**src/rtl/sqw_pkg.sv**
```systemverilog
// Shared definitions for the multi-channel DDS square/PWM generator.
//   - cfg_field_e : register-port field selector (step/duty/amp/offset)
//   - DUTY_xx     : legacy duty presets for 8-bit duty thresholds
//   - sqw_cfg_t   : per-channel configuration record at default widths
package sqw_pkg;

  typedef enum logic [1:0] {
    CFG_STEP = 2'd0,
    CFG_DUTY = 2'd1,
    CFG_AMP  = 2'd2,
    CFG_OFFS = 2'd3
  } cfg_field_e;

  // 0x1A/256 is ~10 %, the others are exact
  localparam logic [7:0] DUTY_10 = 8'h1A;
  localparam logic [7:0] DUTY_25 = 8'h40;
  localparam logic [7:0] DUTY_50 = 8'h80;

  localparam int DEF_PHASE_W = 32;
  localparam int DEF_DUTY_W  = 8;
  localparam int DEF_OUT_W   = 24;

  typedef struct packed {
    logic [DEF_PHASE_W-1:0] step;
    logic [DEF_PHASE_W-1:0] offs;
    logic [DEF_DUTY_W-1:0]  duty;
    logic [DEF_OUT_W-2:0]   amp;
  } sqw_cfg_t;

endpackage

```
**src/rtl/square_wave_gen_mc_if.sv**
```systemverilog
// Configuration write port of square_wave_gen_mc (valid/ready).
//   cfg_valid/cfg_ch/cfg_field/cfg_data : request, driven by master
//   cfg_ready                           : accept, driven by slave
interface square_wave_gen_mc_if #(
  parameter int NUM_CH  = 4,
  parameter int PHASE_W = 32
);
  localparam int CH_W = (NUM_CH > 1) ? $clog2(NUM_CH) : 1;

  logic               cfg_valid;
  logic               cfg_ready;
  logic [CH_W-1:0]    cfg_ch;
  logic [1:0]         cfg_field;
  logic [PHASE_W-1:0] cfg_data;

  modport master (output cfg_valid, cfg_ch, cfg_field, cfg_data, input  cfg_ready);
  modport slave  (input  cfg_valid, cfg_ch, cfg_field, cfg_data, output cfg_ready);
endinterface

```
**src/rtl/sqw_channel.sv**
```systemverilog
// One DDS square/PWM channel: phase accumulator, shadow/active config,
// duty compare and registered signed output.
//   clk, reset (async, active low)
//   en     : run enable; output and accumulator freeze when low
//   sync   : zero accumulator, commit all pending fields
//   wr/field/data : accepted config write for this channel
//   pend   : per-field pending flags (drive the top-level ready mux)
//   sample : +amp / -amp, two's complement
//   wrap   : one-cycle pulse alongside the wrapped accumulator value
// Optional macro SQW_PHASE_OFFSET_EN adds a per-channel phase offset in
// the compare path; without it field 3 writes are dropped.
module sqw_channel
  import sqw_pkg::*;
#(
  parameter int PHASE_W = 32,
  parameter int DUTY_W  = 8,
  parameter int OUT_W   = 24
) (
  input  logic               clk,
  input  logic               reset,
  input  logic               en,
  input  logic               sync,
  input  logic               wr,
  input  cfg_field_e         field,
  input  logic [PHASE_W-1:0] data,
  output logic [3:0]         pend,
  output logic [OUT_W-1:0]   sample,
  output logic               wrap
);

  typedef struct packed {
    logic [PHASE_W-1:0] step;
`ifdef SQW_PHASE_OFFSET_EN
    logic [PHASE_W-1:0] offs;
`endif
    logic [DUTY_W-1:0]  duty;
    logic [OUT_W-2:0]   amp;
  } cfg_t;

  cfg_t               act, shd;
  logic [PHASE_W-1:0] acc, ph;
  logic [PHASE_W:0]   sum;
  logic [3:0]         wmask;
  logic [OUT_W-1:0]   mag;
  logic               carry, commit, hi;
  logic               unused_ph;

  assign sum   = {1'b0, acc} + {1'b0, act.step};
  assign carry = sum[PHASE_W];
  // Shadows land at the wrap edge so a period never mixes old and new
  // settings; an idle channel has no period to protect.
  assign commit = sync | ~en | carry;

`ifdef SQW_PHASE_OFFSET_EN
  assign ph    = acc + act.offs;
  assign wmask = {4{wr}} & (4'b0001 << field);
`else
  assign ph    = acc;
  // offset writes complete the handshake but leave no state behind
  assign wmask = {4{wr}} & (4'b0001 << field) & 4'b0111;
`endif

  assign hi        = ph[PHASE_W-1 -: DUTY_W] < act.duty;
  assign mag       = {1'b0, act.amp};
  assign unused_ph = ^ph[PHASE_W-DUTY_W-1:0];

  always_ff @(posedge clk or negedge reset) begin
    if (!reset) begin
      acc    <= '0;
      act    <= '0;
      shd    <= '0;
      pend   <= '0;
      sample <= '0;
      wrap   <= 1'b0;
    end else begin
      if (sync)    acc <= '0;
      else if (en) acc <= sum[PHASE_W-1:0];
      wrap <= en & carry & ~sync;
      if (en) sample <= hi ? mag : -mag;

      if (commit) begin
        if (pend[CFG_STEP]) act.step <= shd.step;
        if (pend[CFG_DUTY]) act.duty <= shd.duty;
        if (pend[CFG_AMP])  act.amp  <= shd.amp;
`ifdef SQW_PHASE_OFFSET_EN
        if (pend[CFG_OFFS]) act.offs <= shd.offs;
`endif
      end

      if (wmask[CFG_STEP]) shd.step <= data;
      if (wmask[CFG_DUTY]) shd.duty <= data[DUTY_W-1:0];
      if (wmask[CFG_AMP])  shd.amp  <= data[OUT_W-2:0];
`ifdef SQW_PHASE_OFFSET_EN
      if (wmask[CFG_OFFS]) shd.offs <= data;
`endif
      // a write only lands on a non-pending field, so clear-then-set is safe
      pend <= (commit ? 4'b0000 : pend) | wmask;
    end
  end

endmodule

```
**src/rtl/square_wave_gen_mc.sv**
```systemverilog
// Multi-channel DDS square/PWM generator top.
//   clk, reset (async, active low)
//   ch_en       : per-channel run enable
//   sync        : one-cycle pulse, zeroes all accumulators
//   cfg         : config write port (square_wave_gen_mc_if.slave)
//   square_wave : packed signed samples, channel 0 in the LSBs
//   wrap        : per-channel accumulator wrap pulse
// Optional macro SQW_PHASE_OFFSET_EN enables the per-channel phase offset.
module square_wave_gen_mc
  import sqw_pkg::*;
#(
  parameter int NUM_CH  = 4,
  parameter int PHASE_W = 32,
  parameter int DUTY_W  = 8,
  parameter int OUT_W   = 24
) (
  input  logic                     clk,
  input  logic                     reset,
  input  logic [NUM_CH-1:0]        ch_en,
  input  logic                     sync,
  square_wave_gen_mc_if.slave      cfg,
  output logic [NUM_CH*OUT_W-1:0]  square_wave,
  output logic [NUM_CH-1:0]        wrap
);

  localparam int CH_W = (NUM_CH > 1) ? $clog2(NUM_CH) : 1;

  logic [NUM_CH-1:0][3:0]       pend;
  logic [NUM_CH-1:0][OUT_W-1:0] smp;
  logic [NUM_CH-1:0]            wr;
  logic                         rdy;

  // Ready follows the addressed field's pending flag; addresses beyond
  // NUM_CH are accepted and go nowhere.
  always_comb begin
    rdy = 1'b1;
    for (int i = 0; i < NUM_CH; i++)
      if (cfg.cfg_ch == CH_W'(i)) rdy = ~pend[i][cfg.cfg_field];
  end
  assign cfg.cfg_ready = rdy;

  for (genvar i = 0; i < NUM_CH; i++) begin : g_ch
    assign wr[i] = cfg.cfg_valid & rdy & (cfg.cfg_ch == CH_W'(i));

    sqw_channel #(
      .PHASE_W (PHASE_W),
      .DUTY_W  (DUTY_W),
      .OUT_W   (OUT_W)
    ) u_ch (
      .clk    (clk),
      .reset  (reset),
      .en     (ch_en[i]),
      .sync   (sync),
      .wr     (wr[i]),
      .field  (cfg_field_e'(cfg.cfg_field)),
      .data   (cfg.cfg_data),
      .pend   (pend[i]),
      .sample (smp[i]),
      .wrap   (wrap[i])
    );
  end

  assign square_wave = smp;

endmodule
```
**src/flat_wrapper.sv**
```systemverilog
// flat-port wrapper written by rule: the top's interface ports become plain ports
module square_wave_gen_mc_flat import sqw_pkg::*;
#(
  parameter int NUM_CH  = 4,
  parameter int PHASE_W = 32,
  parameter int DUTY_W  = 8,
  parameter int OUT_W   = 24
)
  (clk, reset, ch_en, sync, square_wave, wrap, cfg_cfg_valid, cfg_cfg_ch, cfg_cfg_field, cfg_cfg_data, cfg_cfg_ready);
  square_wave_gen_mc_if #(.NUM_CH(NUM_CH), .PHASE_W(PHASE_W)) cfg_i ();
  input  logic clk;
  input  logic reset;
  input  logic [NUM_CH-1:0] ch_en;
  input  logic sync;
  output logic [NUM_CH*OUT_W-1:0] square_wave;
  output logic [NUM_CH-1:0] wrap;
  input wire logic [$bits(cfg_i.cfg_valid)-1:0] cfg_cfg_valid;
  input wire logic [$bits(cfg_i.cfg_ch)-1:0] cfg_cfg_ch;
  input wire logic [$bits(cfg_i.cfg_field)-1:0] cfg_cfg_field;
  input wire logic [$bits(cfg_i.cfg_data)-1:0] cfg_cfg_data;
  output wire logic [$bits(cfg_i.cfg_ready)-1:0] cfg_cfg_ready;
  assign cfg_i.cfg_valid = cfg_cfg_valid;
  assign cfg_i.cfg_ch = cfg_cfg_ch;
  assign cfg_i.cfg_field = cfg_cfg_field;
  assign cfg_i.cfg_data = cfg_cfg_data;
  assign cfg_cfg_ready = cfg_i.cfg_ready;
  square_wave_gen_mc #(.NUM_CH(NUM_CH), .PHASE_W(PHASE_W), .DUTY_W(DUTY_W), .OUT_W(OUT_W)) u_core (.clk(clk), .reset(reset), .ch_en(ch_en), .sync(sync), .cfg(cfg_i), .square_wave(square_wave), .wrap(wrap));
endmodule
```
**config.mk**
```make
export PLATFORM = sky130hd
export DESIGN_NAME = square_wave_gen_mc_flat
export DESIGN_NICKNAME = d
export VERILOG_FILES = /design/src/rtl/sqw_pkg.sv /design/src/rtl/square_wave_gen_mc_if.sv /design/src/rtl/sqw_channel.sv /design/src/rtl/square_wave_gen_mc.sv /design/src/flat_wrapper.sv
export SDC_FILE = /design/constraint.sdc
export NUM_CORES = 1
export LEC_CHECK = 0
export ABC_AREA = 1
export CAP_MARGIN = 20
export CORE_UTILIZATION = 47
export CTS_BUF_LIST = sky130_fd_sc_hd__clkbuf_4
export CTS_CLUSTER_DIAMETER = 80
export CTS_CLUSTER_SIZE = 25
export DETAILED_ROUTE_END_ITERATION = 10
export PLACE_DENSITY = 0.69
export SYNTH_ARGS = -nofsm -noshare
export SYNTH_HDL_FRONTEND = slang
export SYNTH_SLANG_ARGS = --single-unit
export TNS_END_PERCENT = 100
```
**constraint.sdc**
```tcl
create_clock -name clk -period 3.95 [get_ports clk]
set_clock_uncertainty 0.15 [all_clocks]
set_input_delay 0.395 -clock clk [delete_from_list [all_inputs] [get_ports clk]]
set_output_delay 0.395 -clock clk [all_outputs]
set_load 0.01 [all_outputs]
```
==> results.md <==
- Final worst path period share: around 94%
- Top FF cell, synth: dfrtp_1
- Mapped Cells: 6090
- Clk pwr share: 15.5%
- Synth cell count leaders: nand2_1 (2726), dfrtp_1 (744), inv_1 (637), nand3_1 (564), nor2_1 (300)
- Kind of critical path: reg2out
- CTS sink cnt: 744
- Internal: 0.0136 W
- FF-to-FF Start: u_core.g_ch[0].u_ch.act[49]
- Yosys cell types: 35
- Via count: between 30000 and 40000
- Mapped Nets: 6298
- Post-synth EDFFs: 0
- Worst hold start: cfg_cfg_data[3]
- Tot GR Track Use: 27.6%
- Unrepaired setup endpoints after global routing: false
- Vias per inst: 5.36
- Final cell count without fillers: around 7300
- Critical Path Source Type: flop
- Worst setup EP type: primary output
- Post_cts resized: 0
- First drt pass iteration count: 6
- Worst-Margin Slew: around 1.3 ns
- Post-synthesis sequential area ratio: 43.8%
- Chip width: about 300 um
- First-pass GRT wire length: 201000 um
- Area delta synth->final: 8.25%
- Max Cap Viol: 0
- Syn_area_per_cell: around 7.0 sq um
- Clock slew at reported path FFs: 0.27 ns
- Total Power: 0.0233 W
- Setup TNS: 0 ns
- DP HPWL: 88700 um
- Power Dens Cells: 506 nW/um^2
- Share of the synthesized area in the top cell type: 43.8%
- Initial Utilization: 47.8%
- Final min period: 3.71 ns
- R2r setup slk: 0.63 ns
- IO Count: 145
- H-tree depth: 2
- Core area: between 80000 and 90000 sq um
- Vias in the first global route: 36300
- Row count: 109
- Ys Warns: 0
- Layout Nets: 6308
- Routed wire length: between 100000 and 150000 um
- Total grt overflow: 0
- Worst hold stages: 4
- Endpoints failing hold: 0
- Final Setup Violations: 0
- Hold Path Class: in2reg
- CP Data Arrival Time: 3.17 ns
- Leak: 26.0 nW
- ANT nets after route: 0
- CTS buffer count: 46
- DR DRC count: 0
- CTS Root Cell: clkbuf_4
- Worst-Skew Late Latency: 0.95 ns
- Gate power share: 37.6%
- Routability Congestion: 0.962
- Util after Layout: 51.7%
- Top cells by area, synth: dfrtp_1 (44%), nand2_1 (24%), nand3_1 (6.6%), inv_1 (5.6%), ha_1 (4.7%)
- Cells after DPL: slightly above 7000
- Most numerous cell in the Yosys netlist: nand2_1
- Fin. max-slew vios: 0
- Ys async rst share: 100%
- Share of cells above drive strength 1: 3.04%
- Initial antenna violation count: 4
- CP max FO: 26
- Outcome: completed
- Worst setup path start: u_core.g_ch[1].u_ch.pend[2]
- Hold endpoint: u_core.g_ch[3].u_ch.shd[34]
- Reg2reg path depth: 13
- Die area: 91700 sq um
- Highest Clock Rate: 269 MHz
- CTS tree: done
- Maximum VDD drop: 279 uV
- CTS Buffer Depth: 3
- I/O Buffers: 144
- FF+latch count, synth: 744
- Slew HR: 15.0%
- Largest net degree at the start of global routing: 120
- Die height: between 300 and 400 um
- Per-cell routed wire length: 17.4 um
- Flop pwr share: 46.9%
- Worst r2r dst: u_core.g_ch[0].u_ch.act[53]
- Mapped Area: roughly 43000 sq um
- Sw frac: 41.6%
- P_sw: ~0.0097 W
- Initial DRC count: 3737
- Largest area contributor in the netlist: dfrtp_1
- CP required: 3.40 ns
==> worst max-delay path, cell delays in order, from the launching register on <==
cell and delay [ns]:
dfrtp_1 0.80, nand2_1 0.20, nand3_1 0.09, nand2_1 0.07, nand3_1 0.12, nor2_1 0.22
clkdlybuf4s50_1 0.71
==> layout make-up <==
class / count / area [sq um]
antenna: 6 / 15.0
clock buffer: 47 / 353
clock inverter: 28 / 379
fill: 8817 / 43000
inverter: 644 / 2420
multi-input combinational: 4430 / 20400
sequential: 744 / 18600
tap: 1165 / 1460
timing repair buffer: 234 / 2360
==> worst max-delay path by stage <==
| stage | endpoint | slack (ns) | depth (start not counted) |
|---|---|---|---|
| floorplan | u_core.g_ch[3].u_ch.act[10] | 1.47 | 14 |
| global route | cfg_cfg_ready | 0.09 | 6 |
| detailed placement | u_core.g_ch[1].u_ch.act[3] | 0.73 | 13 |
| global placement | u_core.g_ch[1].u_ch.act[5] | 0.77 | 8 |
| finish | cfg_cfg_ready | 0.24 | 6 |
| CTS | cfg_cfg_ready | 0.20 | 6 |
==> per-stage QoR <==
step,instance area (sq um),hold WS [ns],setup slack (ns)
2_1_floorplan,42500,-0.0506,1.47
3_3_place_gp,45100,0.309,0.775
3_5_place_dp,45100,0.310,0.728
4_1_cts,45900,0.00564,0.198
5_1_grt,46000,0.0480,0.0893
6_report,46000,0.0766,0.237
==> power by group through the flow <==
stage                     Clock, W  Sequential, W  Combinational [W]
after floorplan                  0         0.0107            0.00578
after global placement           0         0.0110            0.00844
after detailed placement         0         0.0110            0.00862
after CTS                  0.00371         0.0109            0.00866
after global routing       0.00397         0.0111             0.0100
final                      0.00362         0.0109            0.00875
==> placed cells by master, fill, tap and decap left out, types with 11 or more instances in the layout <==
cell type and count:
ha_1 160, dfrtp_1 744, and3_1 11, clkbuf_4 47, nand3b_1 19, buf_4 70
nor2_1 292, a21oi_1 127, xor2_1 34, nor3_1 31, clkdlybuf4s50_1 143, nand4_1 279
o21ai_0 110, nand3_1 560, nand2_1 2726, buf_12 11, inv_1 636
==> sequential cells by signal (all words and copies together) (netlist names) <==
signal	flops
u_core.g_ch.u_ch.act	252
u_core.g_ch.u_ch.shd	252
u_core.g_ch.u_ch.acc	128
u_core.g_ch.u_ch.sample	96
u_core.g_ch.u_ch.pend	12
u_core.g_ch.u_ch.wrap	4
==> logic make-up (layout without fill, tap and decap cells) <==
| group | count (synthesis) | in the layout | synth area share (%) |
|---|---|---|---|
| buf+inv | 916 | 953 | 8.33 |
| compound gates | 272 | 272 | 3.45 |
| flops | 744 | 744 | 43.8 |
| simple gates | 3950 | 3950 | 38.6 |
| xor+xnor | 44 | 44 | 0.906 |
| other cells | 0 | 6 | 0 |
| fa+ha+maj | 164 | 164 | 4.90 |
==> layer usage <==
metal | track usage, % | vias up | wire [um]
met4 | 8.89 | 2 | 4100
met5 | 0 | - | 12
li1 | - | 19300 | -
met2 | 43.8 | 1172 | 57400
met3 | 3.77 | 207 | 8600
met1 | 38.9 | 18500 | 56700
==> timing repair <==
action                                 in CTS  in global routing
buffers inserted                            0                  0
endpoints found under the hold margin     724                  0
hold buffers                                4                  0
No activity file was read; power rests on OpenSTA's default activity.
